## config.mk

```make
export PLATFORM = sky130hd
export DESIGN_NAME = regfile_access_seq
export DESIGN_NICKNAME = d
export VERILOG_FILES = /design/src/rtl/regfile_access_seq.sv
export SDC_FILE = /design/constraint.sdc
export NUM_CORES = 1
export LEC_CHECK = 0
export ABC_CLOCK_PERIOD_IN_PS = 1600
export CAP_MARGIN = 25
export CORE_MARGIN = 4
export CORE_UTILIZATION = 30
export DETAILED_ROUTE_END_ITERATION = 12
export GPL_TIMING_DRIVEN = 0
export PLACE_DENSITY = 0.73
export SYNTH_ARGS = -nofsm -noshare
export SYNTH_HDL_FRONTEND = slang
export SYNTH_SLANG_ARGS = --single-unit
export TNS_END_PERCENT = 30
```

## constraint.sdc

```tcl
create_clock -name clk -period 1.6 [get_ports clk]
set_input_delay 0.16 -clock clk [delete_from_list [all_inputs] [get_ports clk]]
set_output_delay 0.16 -clock clk [all_outputs]
set_load 0.05 [all_outputs]
```

## src/rtl/regfile_access_seq.sv

```systemverilog
// Single-port register file sequencer.
// Serialises operand reads and writebacks.
module regfile_access_seq #(
  parameter int XLEN = 32,
  parameter int AW   = 5
) (
  input  logic            clk,
  input  logic            rstn,
  input  logic            req_valid,
  output logic            req_ready,
  input  logic [AW-1:0]   req_rs1,
  input  logic [AW-1:0]   req_rs2,
  input  logic            req_use2,
  output logic            rsp_valid,
  input  logic            rsp_ready,
  output logic [XLEN-1:0] rsp_rs1,
  output logic [XLEN-1:0] rsp_rs2,
  input  logic            wb_valid,
  output logic            wb_ready,
  input  logic [AW-1:0]   wb_rd,
  input  logic [XLEN-1:0] wb_data,
  output logic            rf_we,
  output logic [AW-1:0]   rf_addr,
  output logic [XLEN-1:0] rf_d,
  input  logic [XLEN-1:0] rf_q
);

  typedef enum logic [2:0] {
    S_IDLE,
    S_RD1,
    S_RD2,
    S_CAP2,
    S_RSP
  } state_t;

  state_t state_q, state_d;

  logic [AW-1:0]   rs1_q, rs1_d;
  logic [AW-1:0]   rs2_q, rs2_d;
  logic            use2_q, use2_d;
  logic [XLEN-1:0] rsp1_q, rsp1_d;
  logic [XLEN-1:0] rsp2_q, rsp2_d;

  logic is_idle;
  logic wb_fire;
  logic wb_live;
  logic req_fire;

  assign is_idle  = (state_q == S_IDLE);
  assign wb_fire  = is_idle & wb_valid;
  assign wb_live  = wb_fire & (wb_rd != '0);
  assign req_fire = is_idle & ~wb_valid
                  & req_valid;

  // State register.
  always_ff @(posedge clk or negedge rstn) begin
    if (!rstn) begin
      state_q <= S_IDLE;
    end else begin
      state_q <= state_d;
    end
  end

  // Next-state: writebacks keep us in IDLE.
  always_comb begin
    state_d = state_q;
    unique case (state_q)
      S_IDLE: begin
        if (req_fire) state_d = S_RD1;
      end
      S_RD1: state_d = S_RD2;
      S_RD2: begin
        if (use2_q) state_d = S_CAP2;
        else        state_d = S_RSP;
      end
      S_CAP2: state_d = S_RSP;
      S_RSP: begin
        if (rsp_ready) state_d = S_IDLE;
      end
      default: state_d = S_IDLE;
    endcase
  end

  // Operand capture; x0 always reads as 0.
  always_comb begin
    rs1_d  = rs1_q;
    rs2_d  = rs2_q;
    use2_d = use2_q;
    rsp1_d = rsp1_q;
    rsp2_d = rsp2_q;
    unique case (1'b1)
      req_fire: begin
        rs1_d  = req_rs1;
        rs2_d  = req_rs2;
        use2_d = req_use2;
      end
      (state_q == S_RD2): begin
        rsp1_d = (rs1_q == '0) ? '0 : rf_q;
        if (!use2_q) rsp2_d = '0;
      end
      (state_q == S_CAP2): begin
        rsp2_d = (rs2_q == '0) ? '0 : rf_q;
      end
      default: ;
    endcase
  end

  // Latched request fields and response data.
  always_ff @(posedge clk or negedge rstn) begin
    if (!rstn) begin
      rs1_q  <= '0;
      rs2_q  <= '0;
      use2_q <= 1'b0;
      rsp1_q <= '0;
      rsp2_q <= '0;
    end else begin
      rs1_q  <= rs1_d;
      rs2_q  <= rs2_d;
      use2_q <= use2_d;
      rsp1_q <= rsp1_d;
      rsp2_q <= rsp2_d;
    end
  end

  // Port drive: writes only in IDLE.
  always_comb begin
    req_ready = is_idle & ~wb_valid;
    wb_ready  = is_idle;
    rsp_valid = (state_q == S_RSP);
    rf_we     = wb_live;
    rf_addr   = '0;
    rf_d      = '0;
    unique case (state_q)
      S_IDLE: begin
        if (wb_fire) rf_addr = wb_rd;
        if (wb_live) rf_d = wb_data;
      end
      S_RD1:   rf_addr = rs1_q;
      S_RD2:   rf_addr = rs2_q;
      S_CAP2:  rf_addr = rs2_q;
      default: rf_addr = '0;
    endcase
  end

  assign rsp_rs1 = rsp1_q;
  assign rsp_rs2 = rsp2_q;

endmodule

```

* Yosys cells after proc, flatten, opt, wreduce, memory -nomap -nowiden
Cells that the tools add are included.
Storage, ports and cells: register bits 78, latch bits 0, RAM bits 0, bits in read-only memories 0, input bits 85, output and inout bits 105, word-level logic and storage cells 38, memories 0
Cells by class: $add $sub $neg 0, $mul 0, divide/modulo/power cells 0, $lt $le $gt $ge 0, equal/unequal tests 7, shift operators 0, mux-type cells 12, bitwise gates (word level) 5, reduce and logical (&&, ||, !) cells 8
Operators with widths (number):
- $mux W32 | 5
- $pmux W32 S2 | 1
- $pmux W3 S5 | 1
- $pmux W5 S3 | 1
- $logic_not A5 Y1 | 2
- $mux W3 | 3
- $eq A3 B2 Y1 const B | 2
- $mux W5 | 1
- $reduce_bool A5 Y1 | 1
- $and A1 B1 Y1 | 4
- $ne A2 B1 Y1 const B | 2
- $reduce_and A2 Y1 | 2
- $eq A3 B1 Y1 const B | 1
- $eq A3 B3 Y1 const B | 1
- $logic_not A3 Y1 | 1
- $ne A2 B2 Y1 const B | 1
- $reduce_bool A2 Y1 | 1
- $reduce_or A2 Y1 | 1
- $not A1 Y1 | 1

* Depth between registers and ports, before layout
Gate-level depths: netlist of run 1.
depth after elaboration 5, depth in mapped cells 5, mapped depth without buffers 3

* Worst setup path after synthesis of run 1
No wires, ideal clock.
kind register to register, start register state_q[0], end register rs1_q[0], setup time 0.125 ns, arrival time 1.848 ns, required time 1.475 ns, setup slack -0.373 ns, stages on the path, launching flop included 6, path buffers 2, period minus slack after synthesis 1.973 ns, cell sequence dfrtp_1 > buf_2 > nor4_4 > nand2_2 > buf_6 > mux2_4
On the way: word-level cells in the longest chain between the ends 3
Ends and longest elaborated chain:
- start, declared | line 36 | state_t state_q, state_d;
- start signal, assigned | line 60 | state_q <= state_d;
- $logic_not A3 Y1 | line 49 | assign is_idle = (state_q == S_IDLE);
- $and A1 B1 Y1
- named net req_ready | line 10 | output logic req_ready,
- $and A1 B1 Y1 | line 53 | & req_valid;
- end signal, assigned | line 117 | rs1_q <= rs1_d;
- end, declared | line 38 | logic [AW-1:0] rs1_q, rs1_d;
The timed path passes the listed nets, and every way through them passes these cells. A chain may end at the register's enable or synchronous reset.

* Worst setup path after layout of run 1
start register state_q[2], end output rf_d[14]
On the way: word-level cells in the longest chain between the ends 5
Ends and longest elaborated chain:
- $logic_not A3 Y1 * | line 49, 133
- $and A1 B1 Y1 | line 50 | assign wb_fire = is_idle & wb_valid;
- $and A1 B1 Y1 | line 51 | assign wb_live = wb_fire & (wb_rd != '0);
- $mux W32 | line 136 | if (wb_live) rf_d = wb_data;
- $mux W32 * | line 133 | unique case (state_q)
- end, declared | line 24 | output logic [XLEN-1:0] rf_d,
Mark *: on every way between the ends. The rest lies on a longest branch, timed or not.

==> results of run 1 <==
[worst min path at each step]
stage	from	endpoint	slack, ns	depth (start not counted)
after floorplan	rstn	rs1_q[0]	-0.14	0
after CTS	rstn	rsp_rs1[25]	0.34	2
after detailed placement	rstn	rsp_rs1[20]	0.16	1
after global routing	rstn	rsp_rs1[20]	0.40	2
final	rstn	rsp_rs1[20]	0.34	2
after global placement	rsp_rs1[31]	rsp_rs1[31]	0.47	1
[metal layers]
| layer | part of all wire | track usage | vias up |
|---|---|---|---|
| met4 | 0.0079 | 0.03756 | 0 |
| met2 | 0.53 | 0.3029 | 91 |
| met5 | 0 | 0 | - |
| met1 | 0.40 | 0.2153 | 1509 |
| met3 | 0.063 | 0.05421 | 12 |
| li1 | - | - | 1441 |
[area by class of cell]
type	count	area [um^2]
multi-input cells	177	1494
flip-flops and latches	78	1953
clock inverters	3	68.82
repair buffers	210	2216
diodes	1	2.502
clock buffers	11	252.7
plain buffers	20	211.5
inverters	2	7.507
fillers	933	4649
well taps	140	175.2
[cells by family (layout without fill, tap and decap cells)]
group | after synthesis | in the layout | share of synthesized area
DFF | 78 | 78 | 0.5654
other | 0 | 1 | 0
AOI/OAI and AO/OA | 75 | 76 | 0.1906
muxes | 11 | 11 | 0.04567
buffers and inverters | 24 | 246 | 0.04676
and+or+nand+nor | 90 | 90 | 0.1515
[Yosys cell counts (2+ instances only)]
library cell	n
a22o_1	30
a22o_2	2
a22oi_1	4
and2_1	23
and2_4	9
buf_2	12
buf_6	7
dfrtp_1	78
inv_1	2
mux2_2	2
mux2_4	9
nand2_1	43
nand3b_1	2
o2bb2ai_1	32
or4_1	2
[critical path, delay by kind of cell, from the launching register on]
family | cells | cell delay, ns
AOI/OAI and AO/OA | 1 | 0.17
and+or+nand+nor | 2 | 0.42
buffers and inverters | 3 | 0.44
DFF | 1 | 0.43
[cell usage in the layout, fill, tap and decap left out, drive strengths merged]
cell type / count
nand2: 44
dlygate4sd2: 65
o311a: 1
a22o: 32
inv: 2
dlygate4sd3: 1
mux2: 11
o21a: 2
nand2b: 1
nor3b: 2
a22oi: 4
nor2: 2
diode: 1
o21ai: 2
a21oi: 1
o2bb2ai: 32
nand3b: 2
dfrtp: 78
nor3: 1
clkbuf: 12
clkdlybuf4s50: 82
and2b: 1
clkinv: 1
a21o: 1
or4: 2
bufinv: 2
and2: 32
nor4: 1
a31oi: 1
nor4b: 1
buf: 81
or3: 1
[power by group]
part           switching, mW  internal, mW
Combinational           5.30          3.39
Clock                  0.751          1.44
Sequential             0.515          2.77
Total                   6.56          7.60
[registers in the layout, indices dropped and copies added, names as in the netlist]
name	count
use2_q	1
rs2_q	5
rs1_q	5
rsp_rs1	32
rsp_rs2	32
state_q	3
[metrics by stage]
step	utilization	hold slack, ns	setup slack [ns]
floorplan	-	-0.1356	-0.3663
global placement	0.5024	0.4732	-2.319
detailed placement	0.5040	0.1560	-0.9768
CTS	0.5726	0.3407	-0.3948
global route	0.5783	0.3994	-0.4469
finish	0.5785	0.3409	-0.3611
[timing repair]
action | in CTS | in global routing
setup buffers | 12 | 3
endpoints found under the setup margin | 167 | 110
pin swaps | 41 | 6
endpoints found under the hold margin | 36 | 0
resized for setup | 439 | 15
gates cloned | 5 | 0
hold buffers | 1 | 0
==> results.md, run 1 <==
* Distinct cells, synth at 36
* Setup crit end kind: output port
* CP max-delay cell: dfrtp_2
* Hold crit path type: input pin to asynchronous set/reset pin
* Placed instance area at 5559 um^2
* Core area at 11030 um^2
* Setup Skew at 0.008426 ns
* Worst-Margin Slew at 0.5339 ns
* Syn nets at 363
* R2R Setup Slk at -0.14 ns
* Clk pin slew, worst setup/hold paths at 0.06 ns
* Drc violations at 0
* Cell Rows at 38
* Initial core utilization at 0.3130
* Top Ports at 190
* Final min period at 1.961 ns
* CTS tree: yes
* Chip height at 115.3 um
* Outcome: finished, violations left
* Tcrit/Tclk final at 1.226
* Synthesized area per cell at 12.42 um^2
* Initial drt markers at 110
* Post-synthesis register bit count at 78
* Top area cells in the synthesized netlist: dfrtp_1 57%, o2bb2ai_1 8.1%, a22o_1 7.6%
* Antenna violations before repair at 0
* Syn Inst Count at 278
* EDFF count, synth at 0
* Latest clock arrival within the worst-skew pair at 0.33 ns
* GRT overflow at 0
* Sum Neg Setup Slack at -13.85 ns
* Worst EP arrival at 1.80 ns
* Final WL at 11.63 mm
* Cell area after layout at 6381 um^2
* Max-slew violations at 0
* Final hold vios at 0
* Yosys warns at 0
* Final setup fails at 71
* Mapped cell area at 3452 um^2
* Critical path's largest stage delay at 0.43 ns
* Tot GR Track Use at 0.1750
* First-pass DRT Iterations at 4
* Via count at 3053
* Clock root buffer: clkbuf_16
* Max Root-Sink Buffers at 2
* Unrepaired setup endpoints after global routing: yes
* Total CTS buffers at 9
* Die area at 13290 um^2
* # H-tree levels at 3
* Power Dens Cells at 2220 nW/um^2
* Worst r2r dst: rs2_q[2]
* Worst Setup Path Type: register to output port
* Fmax at 0.5099 GHz
* Sequential cell area fraction in the yosys report at 0.5654
* Failing checks: setup timing
* Critical path, cell by cell: nor4b_4 -> buf_4 -> o21a_4 -> buf_6 -> and2_4 -> buf_8
* Vias in the first global route at 3417
* Worst Reg-to-Reg Cells at 6
* Placer Congestion at 0.7117
* Synth Flop Type: dfrtp_1
* First-pass GRT wire length at 18.17 mm
* Inst Count DP at 608
* Setup crit start: state_q[2]
* Share of layout cells above drive strength 1 at 0.3214
* Async set or reset register ratio after synthesis at 1.000
* Largest net degree at the start of global routing at 43
* DP HPWL at 8.424 mm
* RR Startpoint: state_q[2]
* P&R area growth vs syn at 84.85%
* Maximum net fanout on the critical path at 5
* CP startpoint kind: register
* Layout Nets at 583
* Final WS setup at -0.3611 ns
* Max Cap Viol at 0
* Fin cells at 642
* Final ANT Viol Nets at 0
* Clk sinks at 78
* WL/cell at 18.12 um
* Leak Pwr at 3.040 nW
* Top cell type's share of synthesized area at 0.5654
* Worst EP required at 1.44 ns
* Via density at 4.755
* Setup crit end: rf_d[14]
* Slew headroom at 0.6455
* Total power at 14.17 mW
* Buffers on Ports at 189
* Die width at 115.3 um
* Largest area contributor in the netlist: dfrtp_1
* Peak supply drop at 1303 uV
(Power assumes the default switching activity.)
==> inputs of run 2 (changes only) <==
- DONT_BUFFER_PORTS: unset -> 1
- PLACE_DENSITY: 0.73 -> 0.51
==> results.md, run 2 (synthesized netlist as in run 1, its figures left out) <==
* Outcome: finished, violations left (unchanged)
* Failing checks: hold timing, setup timing (was setup timing)
* Most common cell after layout, fill and taps aside: dfrtp_1 (was clkdlybuf4s50_1)
* # H-tree levels at 3 (unchanged)
* Final ANT Viol Nets at 0 (unchanged)
* N_diodes at 0 (was 1)
* Combinational power share at 0.379 (was 0.614)
* Worst Setup Path Type: register to output port (unchanged)
* Final setup fails at 83 (was 71)
* Final WL at 10.35 mm (was 11.63 mm)
* Max Root-Sink Buffers at 2 (unchanged)
* Worst EP required at 1.44 ns (about the same)
* Hold crit path type: input pin to asynchronous set/reset pin (unchanged)
* Peak supply drop at 1231 uV (was 1303 uV)
* Final hold vios at 78 (was 0)
* Via density at 5.063 (was 4.755)
* Clk sinks at 78 (unchanged)
* Sw frac at 0.5234 (was 0.4634)
* CP max-delay cell: dfrtp_1 (was dfrtp_2)
* Core area at 11030 um^2 (unchanged)
* Layout Utilization at 0.4287 (was 0.5785)
* CP startpoint kind: register (unchanged)
* Die area at 13290 um^2 (unchanged)
* Setup crit end kind: output port (unchanged)
* Sum Neg Setup Slack at -20.49 ns (was -13.85 ns)
* Final min period at 2.039 ns (was 1.961 ns)
* Register share of total power at 0.459 (was 0.232)
* Clk pin slew, worst setup/hold paths at 0.06 ns (about the same)
* Fmax at 0.4905 GHz (was 0.5099 GHz)
* Top Ports at 190 (unchanged)
* Via count at 2501 (was 3053)
* WL/cell at 20.96 um (was 18.12 um)
* Vias in the first global route at 2701 (was 3417)
* Layout Nets at 434 (was 583)
* CTS tree: yes (unchanged)
* Worst Hold Slack at -0.4815 ns (was 0.3409 ns)
* Latest clock arrival within the worst-skew pair at 0.34 ns (was 0.33 ns)
* P&R area growth vs syn at 36.97% (was 84.85%)
* Tcrit/Tclk final at 1.274 (was 1.226)
* Critical path, cell by cell: buf_6 -> nor4b_4 -> o21a_4 -> buf_12 -> and2_4 (was nor4b_4 -> buf_4 -> o21a_4 -> buf_6 -> and2_4 -> buf_8)
* Final WS setup at -0.4388 ns (was -0.3611 ns)
* Total power at 12.03 mW (was 14.17 mW)
* Cell Int Power at 5.732 mW (was 7.601 mW)
* Unrepaired setup endpoints after global routing: yes (unchanged)
* First-pass GRT wire length at 15.82 mm (was 18.17 mm)
* Setup Skew at 0.008446 ns (was 0.008426 ns)
* Max Cap Viol at 0 (unchanged)
* Total CTS buffers at 9 (unchanged)
* Buffers on Ports at 0 (was 189)
* Drc violations at 0 (unchanged)
* Die width at 115.3 um (unchanged)
* P_sw at 6.295 mW (was 6.564 mW)
* First-pass DRT Iterations at 4 (unchanged)
* Critical path's largest stage delay at 0.37 ns (was 0.43 ns)
* Antenna violations before repair at 0 (unchanged)
* Maximum net fanout on the critical path at 9 (was 5)
* Chip height at 115.3 um (unchanged)
* Initial core utilization at 0.3130 (unchanged)
* Most frequent cells in the layout: 78 x dfrtp_1, 44 x dlygate4sd3_1, 38 x nand2_1 (was 82 x clkdlybuf4s50_1, 77 x dfrtp_1, 65 x dlygate4sd2_1)
* Worst-Margin Slew at 0.8167 ns (was 0.5339 ns)
* Leak Pwr at 2.102 nW (was 3.040 nW)
* Power Dens Cells at 2544 nW/um^2 (was 2220 nW/um^2)
* Worst EP arrival at 1.88 ns (was 1.80 ns)
* Largest net degree at the start of global routing at 79 (was 43)
* Share of layout cells above drive strength 1 at 0.3333 (was 0.3214)
* Cell Rows at 38 (unchanged)
* Initial drt markers at 76 (was 110)
* Clock power frac at 0.161 (was 0.154)
* GRT overflow at 0 (unchanged)
* Slew headroom at 0.4514 (was 0.6455)
* Tot GR Track Use at 0.1539 (was 0.1750)
* Placer Congestion at 0.7367 (was 0.7117)
* DP HPWL at 7.068 mm (was 8.424 mm)
* Clock root buffer: clkbuf_16 (unchanged)
* Cts hold-fix bufs at 44 (was 1)
* Max-slew violations at 0 (unchanged)
run 2: cell count changes in the layout (fill, tap and decap cells not counted), moves of 13 or more:
cell             before  now
dlygate4sd2_1        65    0
buf_6                27   14
buf_8                34    3
clkdlybuf4s50_1      82    0
dlygate4sd3_1         1   44
run 2: layout make-up:
class	instances	area, um^2
clock inverter	7	57.56
buffer	22	226.5
tap	140	175.2
timing repair buffer	60	604.3
fill	1056	6302
multi-input combinational	176	1476
sequential	78	1952
inverter	2	11.26
clock buffer	9	225.2
run 2: power by group through the flow:
stage          clock (mW)  combinational (mW)  sequential [mW]
2_1_floorplan           0                3.27             5.33
3_3_place_gp            0                3.68             5.58
3_5_place_dp            0                3.77             5.57
4_1_cts              2.00                4.26             5.55
5_1_grt              2.08                4.87             5.63
6_report             1.94                4.56             5.53
run 2: through the flow:
step	instances	area (um^2)	worst slack, ns
after CTS	490	4571	-0.4302
after global placement	418	3650	-0.4475
final	494	4728	-0.4388
after floorplan	278	3475	-0.3663
after global routing	494	4728	-0.5366
after detailed placement	419	3662	-0.4710
run 2: what timing repair did:
item                       CTS  global route
hold endpoints to repair   154            78
setup endpoints to repair  115           117
gates cloned                 2             1
pin swaps                   36            15
buffers inserted             9             3
resized for setup           55            41
run 2: metal layers:
metal	routed length, um	track usage
met5	0	0
met1	4192	0.1939
met2	5277	0.2519
met4	135	0.05243
met3	750	0.04684
run 2: worst paths after layout:
check	start	endpoint	cells after the start	slack [ns]
max in group asynchronous	rstn	rs1_q[0]	0	1.96
hold / removal	rstn	rsp_rs2[13]	0	-0.48
setup / recovery	state_q[1]	rf_d[28]	5	-0.44
setup reg to reg	state_q[2]	rs2_q[4]	5	-0.43
hold reg to reg	rs2_q[1]	rs2_q[1]	1	0.54
min in group clk	req_valid	state_q[0]	3	0.18
run 2: worst max-delay path, delay by kind of cell (launching register included):
kind | cells | cell delay, ns
AND/OR/NAND/NOR | 2 | 0.58
flip-flops | 1 | 0.37
buffers and inverters | 2 | 0.30
AO/OA/AOI/OAI | 1 | 0.28
